**src/rtl/amplitude_detector_mc.sv**
```systemverilog
// Multi-channel windowed peak-to-peak amplitude detector: publishes (max - min) / 2 per channel.
// Optional macro AMPLITUDE_DETECTOR_SATURATION_FLAG_EN adds the o_saturated per-channel flags.
module amplitude_detector_mc #(
    parameter int unsigned CHANNELS            = 2,
    parameter int unsigned SLOT_SIZE           = 16,
    parameter int unsigned SAMPLE_SIZE         = 14,
    parameter int unsigned AMPLITUDE_DATA_SIZE = 16,
    parameter int unsigned COUNT_SIZE          = 16
) (
    input  logic                                    i_clock,
    input  logic                                    i_reset,
    input  logic                                    i_enable,
    input  logic                                    i_sample,
    input  logic [COUNT_SIZE-1:0]                   i_windowLength,
    input  logic [CHANNELS*SLOT_SIZE-1:0]           i_data,
    output logic [CHANNELS*AMPLITUDE_DATA_SIZE-1:0] o_amplitude,
    output logic                                    o_update,
    output logic                                    o_busy
`ifdef AMPLITUDE_DETECTOR_SATURATION_FLAG_EN
    ,
    output logic [CHANNELS-1:0]                     o_saturated
`endif
);

    localparam logic signed [SAMPLE_SIZE-1:0] SampleMax = {1'b0, {(SAMPLE_SIZE-1){1'b1}}};
    localparam logic signed [SAMPLE_SIZE-1:0] SampleMin = {1'b1, {(SAMPLE_SIZE-1){1'b0}}};
    localparam int unsigned DropBits = SLOT_SIZE - SAMPLE_SIZE;

    typedef enum logic [1:0] {StIdle, StSample, StDetect, StUpdate} state_e;

    state_e                                  state_q, state_d;
    logic [COUNT_SIZE-1:0]                   len_q, len_d;
    logic [COUNT_SIZE-1:0]                   count_q, count_d;
    logic [COUNT_SIZE-1:0]                   len_in;
    logic signed [SAMPLE_SIZE-1:0]           max_q [CHANNELS];
    logic signed [SAMPLE_SIZE-1:0]           max_d [CHANNELS];
    logic signed [SAMPLE_SIZE-1:0]           min_q [CHANNELS];
    logic signed [SAMPLE_SIZE-1:0]           min_d [CHANNELS];
    logic signed [SAMPLE_SIZE-1:0]           samp  [CHANNELS];
    logic [SAMPLE_SIZE:0]                    diff  [CHANNELS];
    logic [CHANNELS*AMPLITUDE_DATA_SIZE-1:0] amp_q, amp_d;
    logic                                    start_win;
    logic                                    accept;
`ifdef AMPLITUDE_DETECTOR_SATURATION_FLAG_EN
    logic [CHANNELS-1:0]                     sat_acc_q, sat_acc_d;
    logic [CHANNELS-1:0]                     sat_q, sat_d;
`endif

    // Samples are MSB-aligned in their slot; the low slot bits carry no information.
    for (genvar k = 0; k < CHANNELS; k++) begin : g_chan
        assign samp[k] = i_data[k*SLOT_SIZE + SLOT_SIZE - 1 -: SAMPLE_SIZE];
        // Sign-extend one bit so the difference of any max >= min pair cannot overflow.
        assign diff[k] = {max_q[k][SAMPLE_SIZE-1], max_q[k]} - {min_q[k][SAMPLE_SIZE-1], min_q[k]};
    end

    if (DropBits > 0) begin : g_drop
        logic [CHANNELS*DropBits-1:0] unused_lsbs;
        for (genvar k = 0; k < CHANNELS; k++) begin : g_lsb
            assign unused_lsbs[k*DropBits +: DropBits] = i_data[k*SLOT_SIZE +: DropBits];
        end
    end

    assign len_in = (i_windowLength == '0) ? COUNT_SIZE'(1) : i_windowLength;

    always_comb begin
        state_d   = state_q;
        len_d     = len_q;
        count_d   = count_q;
        max_d     = max_q;
        min_d     = min_q;
        amp_d     = amp_q;
        start_win = 1'b0;
        accept    = 1'b0;
`ifdef AMPLITUDE_DETECTOR_SATURATION_FLAG_EN
        sat_acc_d = sat_acc_q;
        sat_d     = sat_q;
`endif

        case (state_q)
            StIdle: begin
                if (i_enable) begin
                    state_d   = StSample;
                    start_win = 1'b1;
                end
            end
            StSample: begin
                if (!i_enable) begin
                    state_d = StIdle;
                end else if (i_sample) begin
                    accept  = 1'b1;
                    count_d = count_q + COUNT_SIZE'(1);
                    if (count_d == len_q) begin
                        state_d = StDetect;
                    end
                end
            end
            StDetect: begin
                if (!i_enable) begin
                    state_d = StIdle;
                end else begin
                    state_d = StUpdate;
                    for (int unsigned k = 0; k < CHANNELS; k++) begin
                        amp_d[k*AMPLITUDE_DATA_SIZE +: AMPLITUDE_DATA_SIZE] =
                            AMPLITUDE_DATA_SIZE'(diff[k] >> 1);
                    end
`ifdef AMPLITUDE_DETECTOR_SATURATION_FLAG_EN
                    sat_d = sat_acc_q;
`endif
                end
            end
            StUpdate: begin
                if (i_enable) begin
                    state_d   = StSample;
                    start_win = 1'b1;
                end else begin
                    state_d = StIdle;
                end
            end
            default: state_d = StIdle;
        endcase

        if (start_win) begin
            len_d   = len_in;
            count_d = '0;
            for (int unsigned k = 0; k < CHANNELS; k++) begin
                max_d[k] = SampleMin;
                min_d[k] = SampleMax;
            end
`ifdef AMPLITUDE_DETECTOR_SATURATION_FLAG_EN
            sat_acc_d = '0;
`endif
        end

        if (accept) begin
            for (int unsigned k = 0; k < CHANNELS; k++) begin
                if (samp[k] > max_q[k]) max_d[k] = samp[k];
                if (samp[k] < min_q[k]) min_d[k] = samp[k];
`ifdef AMPLITUDE_DETECTOR_SATURATION_FLAG_EN
                if (samp[k] == SampleMax || samp[k] == SampleMin) sat_acc_d[k] = 1'b1;
`endif
            end
        end
    end

    always_ff @(posedge i_clock or posedge i_reset) begin
        if (i_reset) begin
            state_q <= StIdle;
            len_q   <= '0;
            count_q <= '0;
            amp_q   <= '0;
            for (int unsigned k = 0; k < CHANNELS; k++) begin
                max_q[k] <= '0;
                min_q[k] <= '0;
            end
`ifdef AMPLITUDE_DETECTOR_SATURATION_FLAG_EN
            sat_acc_q <= '0;
            sat_q     <= '0;
`endif
        end else begin
            state_q <= state_d;
            len_q   <= len_d;
            count_q <= count_d;
            amp_q   <= amp_d;
            for (int unsigned k = 0; k < CHANNELS; k++) begin
                max_q[k] <= max_d[k];
                min_q[k] <= min_d[k];
            end
`ifdef AMPLITUDE_DETECTOR_SATURATION_FLAG_EN
            sat_acc_q <= sat_acc_d;
            sat_q     <= sat_d;
`endif
        end
    end

    assign o_amplitude = amp_q;
    assign o_update    = (state_q == StUpdate);
    assign o_busy      = (state_q != StIdle);
`ifdef AMPLITUDE_DETECTOR_SATURATION_FLAG_EN
    assign o_saturated = sat_q;
`endif

endmodule

```
**config.mk**
```make
export PLATFORM = sky130hd
export DESIGN_NAME = amplitude_detector_mc
export DESIGN_NICKNAME = d
export VERILOG_FILES = /design/src/rtl/amplitude_detector_mc.sv
export SDC_FILE = /design/constraint.sdc
export NUM_CORES = 1
export LEC_CHECK = 0
export ABC_AREA = 1
export CORE_ASPECT_RATIO = 0.75
export CORE_MARGIN = 2
export CORE_UTILIZATION = 41
export CTS_CLUSTER_DIAMETER = 60
export DETAILED_ROUTE_END_ITERATION = 12
export DONT_BUFFER_PORTS = 1
export GPL_TIMING_DRIVEN = 0
export PLACE_DENSITY = 0.56
export SETUP_SLACK_MARGIN = 0.3
export SLEW_MARGIN = 30
export SYNTH_ARGS = -nofsm -noshare
export SYNTH_HDL_FRONTEND = slang
export SYNTH_SLANG_ARGS = --single-unit
```
**constraint.sdc**
```tcl
create_clock -name i_clock -period 9.7 [get_ports i_clock]
set_input_delay 2.425 -clock i_clock [delete_from_list [all_inputs] [get_ports i_clock]]
set_output_delay 2.425 -clock i_clock [all_outputs]
set_load 0.02 [all_outputs]
```
==> results by group <==
Die
  – Core area: 0.01938 mm²
  – Die Wd: between 150 and 200 µm
  – Initial Utilization: 0.4197
  – IO Count: between 80 and 90
  – Rows: 44
  – Die height: about 130 µm
  – Die area: between 0.02 and 0.025 mm²

Synth
  – Yosys top cell by area: dfrtp_1
  – Number of synthesized register bits: about 120
  – Cell count after synthesis: around 1100
  – Post-Synth Adder-Cell Area: 0.1357
  – Synth Area in Simple Gates: 0.2685
  – Ys async rst share: 1.000
  – Mean Syn Cell Area: ~7.4 µm²
  – Post-synth EDFFs: 0
  – Most common cell in the netlist: nand2_1
  – Synth Area in Compound Gates: 0.1174
  – Post-synthesis mux area share: 0
  – Synth cell count leaders: nand2_1, inv_1, nand3_1
  – Cell Area, Synth: between 0.008 and 0.009 mm²
  – XOR/XNOR share of the synthesized area: 0.02154
  – Synth area leaders: dfrtp_1, ha_1, nand2_1
  – Unique masters post-synth: 40
  – Yosys warnings: 0
  – Register area share after synthesis: 0.3631
  – Largest family of logic cells by synthesized area: simple AND/OR/NAND/NOR gates
  – Ys flop type: dfrtp_1
  – Top cell type's share of synthesized area: 0.3631

Power and ir drop
  – Pleak: about 4.7 nW
  – VDD IR-drop max: 0.0001261 V
  – Pwr Total: between 2 and 3 mW
  – Power per cell area: 293.2 mW/mm²

Routing
  – Routed WL: between 20 and 25 mm
  – Via Count: between 7000 and 8000
  – Drt first pass iters: 5
  – Routed vias/inst: between 5 and 6
  – Uppermost layer routed: met4
  – Drt drc: 0
  – Antenna-violating nets left: 0
  – WL per Instance: roughly 16 µm
  – Wl on met1: 11.47 mm
  – Initial drt markers: 539
  – Routed wl met3: ~1.4 mm
  – Met2 WL: just over 9 mm

STA
  – Max Slew Vio Count: 0
  – Worst rel slew slack: 0.4601
  – Fin crit period: approximately 4000 ps
  – Final setup TNS: 0 ps
  – Hold Slack: 487.8 ps
  – Fmax: between 0.2 and 0.3 GHz
  – Final Hold Viols: 0
  – Final period util: 0.4121
  – Worst-Margin Slew: around 800 ps
  – Clock Skew: around 9 ps
  – Unrepaired setup endpoints after global routing: false
  – Final setup violation count: 0
  – PnR worst setup slack: roughly 5700 ps

Cells and area
  – # diodes: 0
  – Final Cell Area: approximately 0.0091 mm²
  – P&R area growth vs syn: 12.02%
  – # fillers: between 1500 and 2000
  – Share of cells above drive strength 1: 0.06466
  – Register Area: ~0.0030 mm²
  – Multi-input logic area: between 0.004 and 0.005 mm²
  – Nets: ~1300

Clocking
  – Clock buffer depth: 2
  – CTS tree: built
  – Clk slew on worst S/H paths: ~60 ps
  – Clock buffer count from CTS: 17
  – Hold_buf cts: 0
  – Later-pin clock latency in the skew report: 420 ps
  – Clk sinks: approximately 120
  – Number of gates resized after cts: 0
  – Setup Buffers After CTS: 0
  – CTS Root Cell: clkbuf_16
  – H-tree Lvls: 4

Place
  – Dpl cell area: 0.008496 mm²
  – Final HPWL DP: ~17 mm
  – Buffers on Ports: 0
  – Place WS: ~5400 ps
  – RePlAce Congestion: approximately 0.9

Critical path
  – CP startpoint kind: input port
  – Slowest-stage cell, CP: clkbuf_1
  – CP required: approximately 10000 ps
  – Critical path peak fanout: 10
  – CP endpoint kind: register
  – Crit path DAT: approximately 4300 ps
  – CP peak stage delay: 430 ps
  – CP cell instances: ha_1 > nand4_1 > nor2_1 > o21ai_0 > nand2_1 > nand2_1 > nand4_2 > clkbuf_1 > o21ai_0
  – WS Path Type: in -> reg

Global routing
  – Number of global-route vias before repair: 6913
  – Pin count of the biggest net entering global routing: 74
  – Antenna violations before repair: 0
  – Tot GR Track Use: 0.2254
  – Grt ovf: 0
  – Global-route wire length before repair: between 30 and 40 mm

Run status
  – Outcome: finished, final reports clean

Flow run
  – Max_cap viols: 0

Worst hold path
  – Worst Hold Class: reg -> reg
[area by class of cell]
| cell class | count | area share |
|---|---|---|
| tap | 253 | 0.03475 |
| buffer | 31 | 0.01579 |
| clock inverter | 9 | 0.01648 |
| clock buffer | 22 | 0.05095 |
| multi-input combinational | 784 | 0.4865 |
| sequential | 118 | 0.3241 |
| inverter | 164 | 0.06840 |
| timing repair buffer | 1 | 0.003022 |
[cell usage in the layout, fill, tap and decap left out, drive strengths merged]
master	Yosys	final
a21o	3	3
clkinvlp	0	2
xnor3	1	1
buf	13	14
a31oi	12	12
o21bai	3	3
a211oi	1	1
o22ai	7	7
a21oi	46	46
clkinv	1	4
xnor2	9	9
clkbuf	18	40
nor3	5	5
conb	1	4
bufinv	0	4
nand3b	2	2
o21ai	102	102
inv	163	163
nor2	58	58
nand3	121	121
or2	10	10
nand4	19	19
a22o	2	2
fa	2	2
o211ai	1	1
xor2	8	8
a221oi	2	2
dfrtp	118	118
nor4	4	4
nand2	277	277
ha	85	85
[kinds of logic after synthesis]
family / count (synthesis)
adders and majority gates: 87
and+or+nand+nor: 496
xor gates and xnor gates: 18
AOI/OAI and AO/OA: 179
other: 1
buffers and inverters: 195
DFF: 118
[worst paths after layout]
| kind | start | endpoint | slack (ps) | cells past startpoint |
|---|---|---|---|---|
| min reg2reg | len_q[7]$_DFFE_PP0P_ | len_q[7]$_DFFE_PP0P_ | 490 | 2 |
| min | len_q[7]$_DFFE_PP0P_ | len_q[7]$_DFFE_PP0P_ | 490 | 2 |
| max reg2reg | max_q[15]$_DFF_PP0_ | max_q[23]$_DFF_PP0_ | 7230 | 11 |
| max in group asynchronous | i_reset | max_q[15]$_DFF_PP0_ | 7160 | 2 |
| min in group asynchronous | i_reset | len_q[9]$_DFFE_PP0P_ | 1830 | 1 |
| max | i_data[14] | max_q[23]$_DFF_PP0_ | 5700 | 9 |
[state kept, by name, indices dropped and copies added (netlist names)]
signal	count
max_q	28
state_q	2
o_amplitude	28
count_q	16
min_q	28
len_q	16
[power breakdown]
part | switching (mW) | internal, mW | total (mW)
Clock | 0.238 | 0.441 | 0.679
Sequential | 0.197 | 0.682 | 0.878
Combinational | 0.713 | 0.400 | 1.11
[critical path, delay by kind of cell]
family	cells	cell delay (ps)
AO/OA/AOI/OAI	2	350
AND/OR/NAND/NOR	5	790
buffers and inverters	1	430
adder cells (fa/ha/maj)	1	290
[layer usage]
metal / up-vias / GRT usage
li1: 3630 / -
met1: 3342 / 0.3338
met2: 169 / 0.3238
met3: 29 / 0.05845
met4: 0 / 0.06389
met5: - / 0
[per-stage QoR]
step	utilization	cells
3_3_place_gp	0.4366	1350
5_1_grt	0.4701	1382
6_report	0.4701	1382
2_1_floorplan	-	1097
4_1_cts	0.4701	1382
3_5_place_dp	0.4384	1351
No activity file was read; power rests on OpenSTA's default activity.
